$ cat config.mk
export PLATFORM = sky130hd
export DESIGN_NAME = alu_result_stage
export DESIGN_NICKNAME = d
export VERILOG_FILES = /design/src/rtl/alu_result_stage.sv
export SDC_FILE = /design/constraint.sdc
export NUM_CORES = 1
export LEC_CHECK = 0
export BUFFER_PORTS_ARGS = -buffer_cell sky130_fd_sc_hd__buf_4
export CAP_MARGIN = 20
export CELL_PAD_IN_SITES_DETAIL_PLACEMENT = 2
export CELL_PAD_IN_SITES_GLOBAL_PLACEMENT = 2
export CORE_AREA = 2 2 95 88
export CTS_CLUSTER_SIZE = 20
export DETAILED_ROUTE_END_ITERATION = 12
export DIE_AREA = 0 0 97 90
export PLACE_DENSITY_LB_ADDON = 0.1
export REMOVE_ABC_BUFFERS = 1
export SYNTH_ARGS = -nofsm -noshare
export SYNTH_HDL_FRONTEND = slang
export SYNTH_SLANG_ARGS = --single-unit
$ cat constraint.sdc
create_clock -name clk -period 2.1 [get_ports clk]
set_input_delay 0.42 -clock clk [delete_from_list [all_inputs] [get_ports clk]]
set_output_delay 0.42 -clock clk [all_outputs]
set_load 0.05 [all_outputs]
$ cat src/rtl/alu_result_stage.sv
// alu_result_stage: registered execute/writeback boundary after the 16-bit ALU.
// It owns the architected flag register (C,N,V,Z) and resolves branches.
// Results go into a two-entry skid FIFO that feeds the register-file write port.
// Optional feature macro: ALU_RESULT_STICKY_V_EN adds a sticky overflow bit
// (sticky_v) and its clear input (sticky_clr).
module alu_result_stage #(
  parameter int WIDTH = 16,
  parameter int DEPTH = 2
) (
  input  logic             clk,
  input  logic             rst_n,
  input  logic             in_valid,
  output logic             in_ready,
  input  logic [3:0]       in_func,
  input  logic [WIDTH-1:0] in_q,
  input  logic [3:0]       in_flags,
  input  logic             in_flag_en,
  input  logic [2:0]       in_rd,
  output logic             out_valid,
  input  logic             out_ready,
  output logic [WIDTH-1:0] out_data,
  output logic [2:0]       out_rd,
  output logic             out_we,
  output logic [3:0]       flags,
  output logic             br_taken,
  output logic [WIDTH-1:0] br_target
`ifdef ALU_RESULT_STICKY_V_EN
  ,
  input  logic             sticky_clr,
  output logic             sticky_v
`endif
);

  localparam int PTR_W = (DEPTH > 1) ? $clog2(DEPTH) : 1;

  localparam logic [3:0] F_JMP = 4'b0000;
  localparam logic [3:0] F_MOV = 4'b1010;
  localparam logic [3:0] F_BEQ = 4'b1011;
  localparam logic [3:0] F_BNE = 4'b1100;
  localparam logic [3:0] F_BLT = 4'b1101;
  localparam logic [3:0] F_BGT = 4'b1110;
  localparam logic [3:0] F_CMP = 4'b1111;

  // Occupancy of the result buffer; the encoding equals the entry count.
  typedef enum logic [1:0] {
    S_EMPTY = 2'd0,
    S_ONE   = 2'd1,
    S_FULL  = 2'd2
  } cnt_t;

  typedef struct packed {
    logic [WIDTH-1:0] data;
    logic [2:0]       rd;
    logic             we;
  } entry_t;

  // Functions that write a destination register: ADD..LD (0001-1000) and MOV.
  function automatic logic writes_rf(input logic [3:0] f);
    return ((f >= 4'd1) && (f <= 4'd8)) || (f == F_MOV);
  endfunction

  // Branch condition, evaluated against the flags held before the accept.
  function automatic logic branch_taken(input logic [3:0] f, input logic z, input logic n);
    logic t;
    t = 1'b0;
    case (f)
      F_JMP:   t = 1'b1;
      F_BEQ:   t = z;
      F_BNE:   t = ~z;
      F_BLT:   t = n & ~z;
      F_BGT:   t = ~n & ~z;
      default: t = 1'b0;
    endcase
    return t;
  endfunction

  cnt_t             cnt_q, cnt_d;
  logic [PTR_W-1:0] wptr_q, rptr_q;
  entry_t           mem_q [DEPTH];
  entry_t           head;
  logic [3:0]       flags_q;
  logic             br_taken_q;
  logic [WIDTH-1:0] br_target_q;
  logic             accept, pop, flag_upd, take;

  assign in_ready  = (cnt_q != S_FULL);
  assign out_valid = (cnt_q != S_EMPTY);
  assign accept    = in_valid & in_ready;
  assign pop       = out_valid & out_ready;
  assign flag_upd  = accept & (in_flag_en | (in_func == F_CMP));
  assign take      = accept & branch_taken(in_func, flags_q[0], flags_q[2]);

  // Head entry is gated so the outputs read zero whenever the buffer is empty.
  assign head      = mem_q[rptr_q];
  assign out_data  = out_valid ? head.data : '0;
  assign out_rd    = out_valid ? head.rd   : '0;
  assign out_we    = out_valid & head.we;

  assign flags     = flags_q;
  assign br_taken  = br_taken_q;
  assign br_target = br_target_q;

  // Occupancy state register and FIFO pointers.
  always_ff @(posedge clk or negedge rst_n) begin
    if (!rst_n) begin
      cnt_q  <= S_EMPTY;
      wptr_q <= '0;
      rptr_q <= '0;
    end else begin
      cnt_q <= cnt_d;
      if (accept) wptr_q <= wptr_q + PTR_W'(1);
      if (pop)    rptr_q <= rptr_q + PTR_W'(1);
    end
  end

  // Occupancy next state: accept and pop together in ONE keeps one entry,
  // and the freshly written entry becomes the head.
  always_comb begin
    cnt_d = cnt_q;
    case (cnt_q)
      S_EMPTY: if (accept) cnt_d = S_ONE;
      S_ONE: begin
        if (accept && !pop)      cnt_d = S_FULL;
        else if (!accept && pop) cnt_d = S_EMPTY;
      end
      S_FULL:  if (pop) cnt_d = S_ONE;
      default: cnt_d = S_EMPTY;
    endcase
  end

  // Result storage; contents are qualified by the occupancy, so no reset.
  always_ff @(posedge clk) begin
    if (accept) mem_q[wptr_q] <= '{data: in_q, rd: in_rd, we: writes_rf(in_func)};
  end

  // Architected flags and the one-cycle branch pulse with its target.
  always_ff @(posedge clk or negedge rst_n) begin
    if (!rst_n) begin
      flags_q     <= 4'b0000;
      br_taken_q  <= 1'b0;
      br_target_q <= '0;
    end else begin
      if (flag_upd) flags_q <= in_flags;
      br_taken_q <= take;
      if (take) br_target_q <= in_q;
    end
  end

`ifdef ALU_RESULT_STICKY_V_EN
  logic sticky_q;
  assign sticky_v = sticky_q;

  // Sticky overflow: set by any flag update carrying V=1; set beats clear.
  always_ff @(posedge clk or negedge rst_n) begin
    if (!rst_n) begin
      sticky_q <= 1'b0;
    end else if (flag_upd && in_flags[1]) begin
      sticky_q <= 1'b1;
    end else if (sticky_clr) begin
      sticky_q <= 1'b0;
    end
  end
`endif

endmodule

==> flow_summary.yaml <==
cts:
  cts_sinks: 65
  clk_pin_slew_ps: 80
  h-tree-depth: 3
  root_buffer: "clkbuf_8"
  cts.path.max_buffers: 2
  cts_setup_buffers: 0
  tritoncts: "yes"
  numCtsBuffers: 9
  clk_latency_ps: 330
placement:
  dp_hpwl_mm: 4.623
  portBuffers: 74
  dp_cells: 337
  gp_congestion: 0.6988
  placed_area_sq_mm: 0.003358
timing:
  finalSetupViolations: 0
  finClkSkew_ps: 12.44
  period_share: 0.8928
  fin_tns_setup_ps: 0
  hold_violations: 0
  grt_setup_unrepaired: "no"
  holdWs_ps: 269.7
  min_period_ps: 1875
  drv_slew: 0
  maxClockFrequency_mhz: 533.4
  tightest_slew_ps: 340.0
  max_slew_margin: 0.7704
logic_synthesis:
  syn_area_per_cell_sq_um: 16.38
  synth-seq-cells: 65
  yosysUniqueCellTypes: 28
  netlist_area_sq_mm: 0.002620
  yosysSeqAreaShare: 0.6972
  netlist_instances: 160
  yosys_warnings: 0
global_routing:
  overflow: 0
  grt_max_degree: 26
  grt_pass1_vias: 1912
  grtUsageMet2: 0.2731
  grt_use_met1: 0.1602
  grt.total_usage: 0.1487
  antenna_found_initial: 0
  busiest_layer: "met2"
  met3_usage: 0.03421
  grt_pass1_wl_mm: 10.03
critical_path:
  r2r_start: "flags[0]$_DFFE_PN0P_"
  r2r-end: "br_target[11]$_DFFE_PN0P_"
  critPathSlowestCell: "dfrtp_1"
  r2r_cells: 5
  critPathBufInv: 2
  worst_path_most_repeated_cell: "buf_4"
  start_kind: "flop"
  required_ps: 1680
  critical_path.max_stage_delay_ps: 480
  worstPathArrival_ps: 1450
  critPathMaxFanout: 10
  crit_chain: "nor2_2 -> buf_4 -> nor2_1 -> buf_4"
  end_kind: "output pin"
  crit_type: "reg2out"
  crit_family: "flip-flops"
  r2r_slack_ps: 410
drt:
  ant_nets: 0
  post_drt_wl_per_cell_microns: 17.48
  viasPerCell: 4.701
  via_count: 1664
  drcViolationCount: 0
  first_pass_iters: 2
  dr.first_iter.drc_count: 30
  wl_mm: 6.187
min_path:
  worstHoldPathCells: 2
  min_from: "out_ready"
  min_to: "cnt_q[1]$_DFFE_PN0P_"
  hold_path_class: "in2reg"
finish:
  nNetsFinal: 282
  drive_gt1_frac: 0.4980
  area_delta_synth_final_pct: 36.58
  antenna_cells: 0
  multi_input_area_sq_um: 745.7
  fin_area_sq_mm: 0.003578
  ff_latch_area_sq_mm: 0.001827
  finalNonFillerCells: 354
  fillers: 754
power:
  p_total_uw: 5406
  p_leak_uw: 0.001550
  powerDensity_mw_per_mm2: 1511
  peakVddDrop_mv: 0.7109
floorplan:
  rows: 31
  initial_core_util: 0.3361
  chipHeight_microns: 90
  core_area_sq_mm: 0.007796
  pin_count: 75
  dieWidth_microns: 97
  dieArea_sq_mm: 0.008730
outcome:
  status: "completed"
job:
  maxCapViolCount: 0
==> worst max-delay path by stage <==
stage,from,endpoint,cells after the start
final,cnt_q[1]$_DFFE_PN0P_,out_data[0],4
after floorplan,rptr_q$_DFFE_PN0P_,out_data[0],2
after CTS,cnt_q[1]$_DFFE_PN0P_,out_data[0],4
after global routing,cnt_q[1]$_DFFE_PN0P_,out_valid,4
after detailed placement,in_func[0],br_target[11]$_DFFE_PN0P_,6
after global placement,in_func[0],br_target[10]$_DFFE_PN0P_,6
==> registers in the layout (all words and copies together), names as in the netlist <==
signal	flops
mem_q	40
br_target	16
flags	4
cnt_q	2
br_taken	1
rptr_q	1
wptr_q	1
==> synthesized netlist by cell type <==
| cell | number | area [sq um] |
|---|---|---|
| dfrtp_1 | 25 | 625.6 |
| buf_2 | 2 | 10.01 |
| nand3b_1 | 1 | 7.510 |
| o21a_1 | 1 | 7.510 |
| buf_8 | 1 | 15.01 |
| o32ai_4 | 1 | 27.53 |
| a21oi_1 | 3 | 15.01 |
| clkbuf_1 | 3 | 11.26 |
| xnor2_1 | 2 | 17.52 |
| and3_1 | 1 | 6.260 |
| mux2_4 | 9 | 135.1 |
| nor3b_1 | 1 | 7.510 |
| mux2_2 | 11 | 123.9 |
| o22ai_1 | 1 | 6.260 |
| nor2_1 | 23 | 86.33 |
| inv_1 | 3 | 11.26 |
| nand2b_4 | 1 | 13.76 |
| nand2_4 | 1 | 11.26 |
| mux2i_1 | 21 | 210.2 |
| a31oi_2 | 1 | 12.51 |
| clkbuf_2 | 1 | 5.000 |
| nand3_1 | 2 | 10.01 |
| a41oi_1 | 1 | 8.760 |
| nand2_1 | 1 | 3.750 |
| and4b_1 | 1 | 10.01 |
| nor3_2 | 1 | 10.01 |
| a41o_1 | 1 | 10.01 |
| edfxtp_1 | 40 | 1201 |
==> per-layer routing <==
metal	up-vias	share of wire
met4	0	0.024
met3	14	0.049
met1	829	0.38
met2	53	0.55
met5	-	0
li1	768	-
==> power by group <==
group          total [uW]  internal, uW  leakage [uW]  switching (uW)
Combinational        2410           826      0.000770            1580
Sequential           1870          1710      0.000674             165
Clock                1130           662      0.000106             463
==> logic make-up (layout without fill, tap and decap cells) <==
| logic type | after synthesis | in the layout | synth area share |
|---|---|---|---|
| AO/OA/AOI/OAI | 9 | 9 | 0.03343 |
| XOR/XNOR | 2 | 2 | 0.006687 |
| buffers and inverters | 10 | 105 | 0.02005 |
| flip-flops | 65 | 65 | 0.6972 |
| multiplexers | 41 | 41 | 0.1791 |
| AND/OR/NAND/NOR | 33 | 33 | 0.06351 |
==> cell usage in the layout, fill, tap and decap left out, types with 2 or more instances in the layout <==
cell type / n
buf_4: 84
edfxtp_1: 40
dfrtp_1: 25
mux2i_1: 21
nor2_1: 21
mux2_2: 11
mux2_4: 9
clkbuf_8: 9
inv_1: 3
a21oi_1: 3
clkinv_2: 3
nor2_2: 2
nand3_1: 2
xnor2_1: 2
bufinv_16: 2
==> worst reg2reg max path: cells and delay by family (launching register included) <==
family          cells  cell delay [ps]
compound gates      2              470
flops               1              420
mux                 1              360
buf+inv             2              320
==> through the flow <==
step	setup slack, ps	util
finish	225.1	0.4590
global route	116.0	0.4590
CTS	167.7	0.4590
detailed placement	261.9	0.4307
global placement	317.4	0.4307
floorplan	-50.88	-
==> timing repair <==
action / 4_1_cts / 5_1_grt
hold buffers: 1 / 0
resized for setup: 0 / 0
hold endpoints to repair: 18 / 0
==> layout make-up <==
class	count	share of cell area
Multi-Input combinational cell	85	0.2084
Clock inverter	6	0.02308
Inverter	3	0.003147
Clock buffer	10	0.03566
Tap cell	99	0.03462
Sequential cell	65	0.5105
Timing Repair Buffer	86	0.1846
No activity file was read; power rests on OpenSTA's default activity.
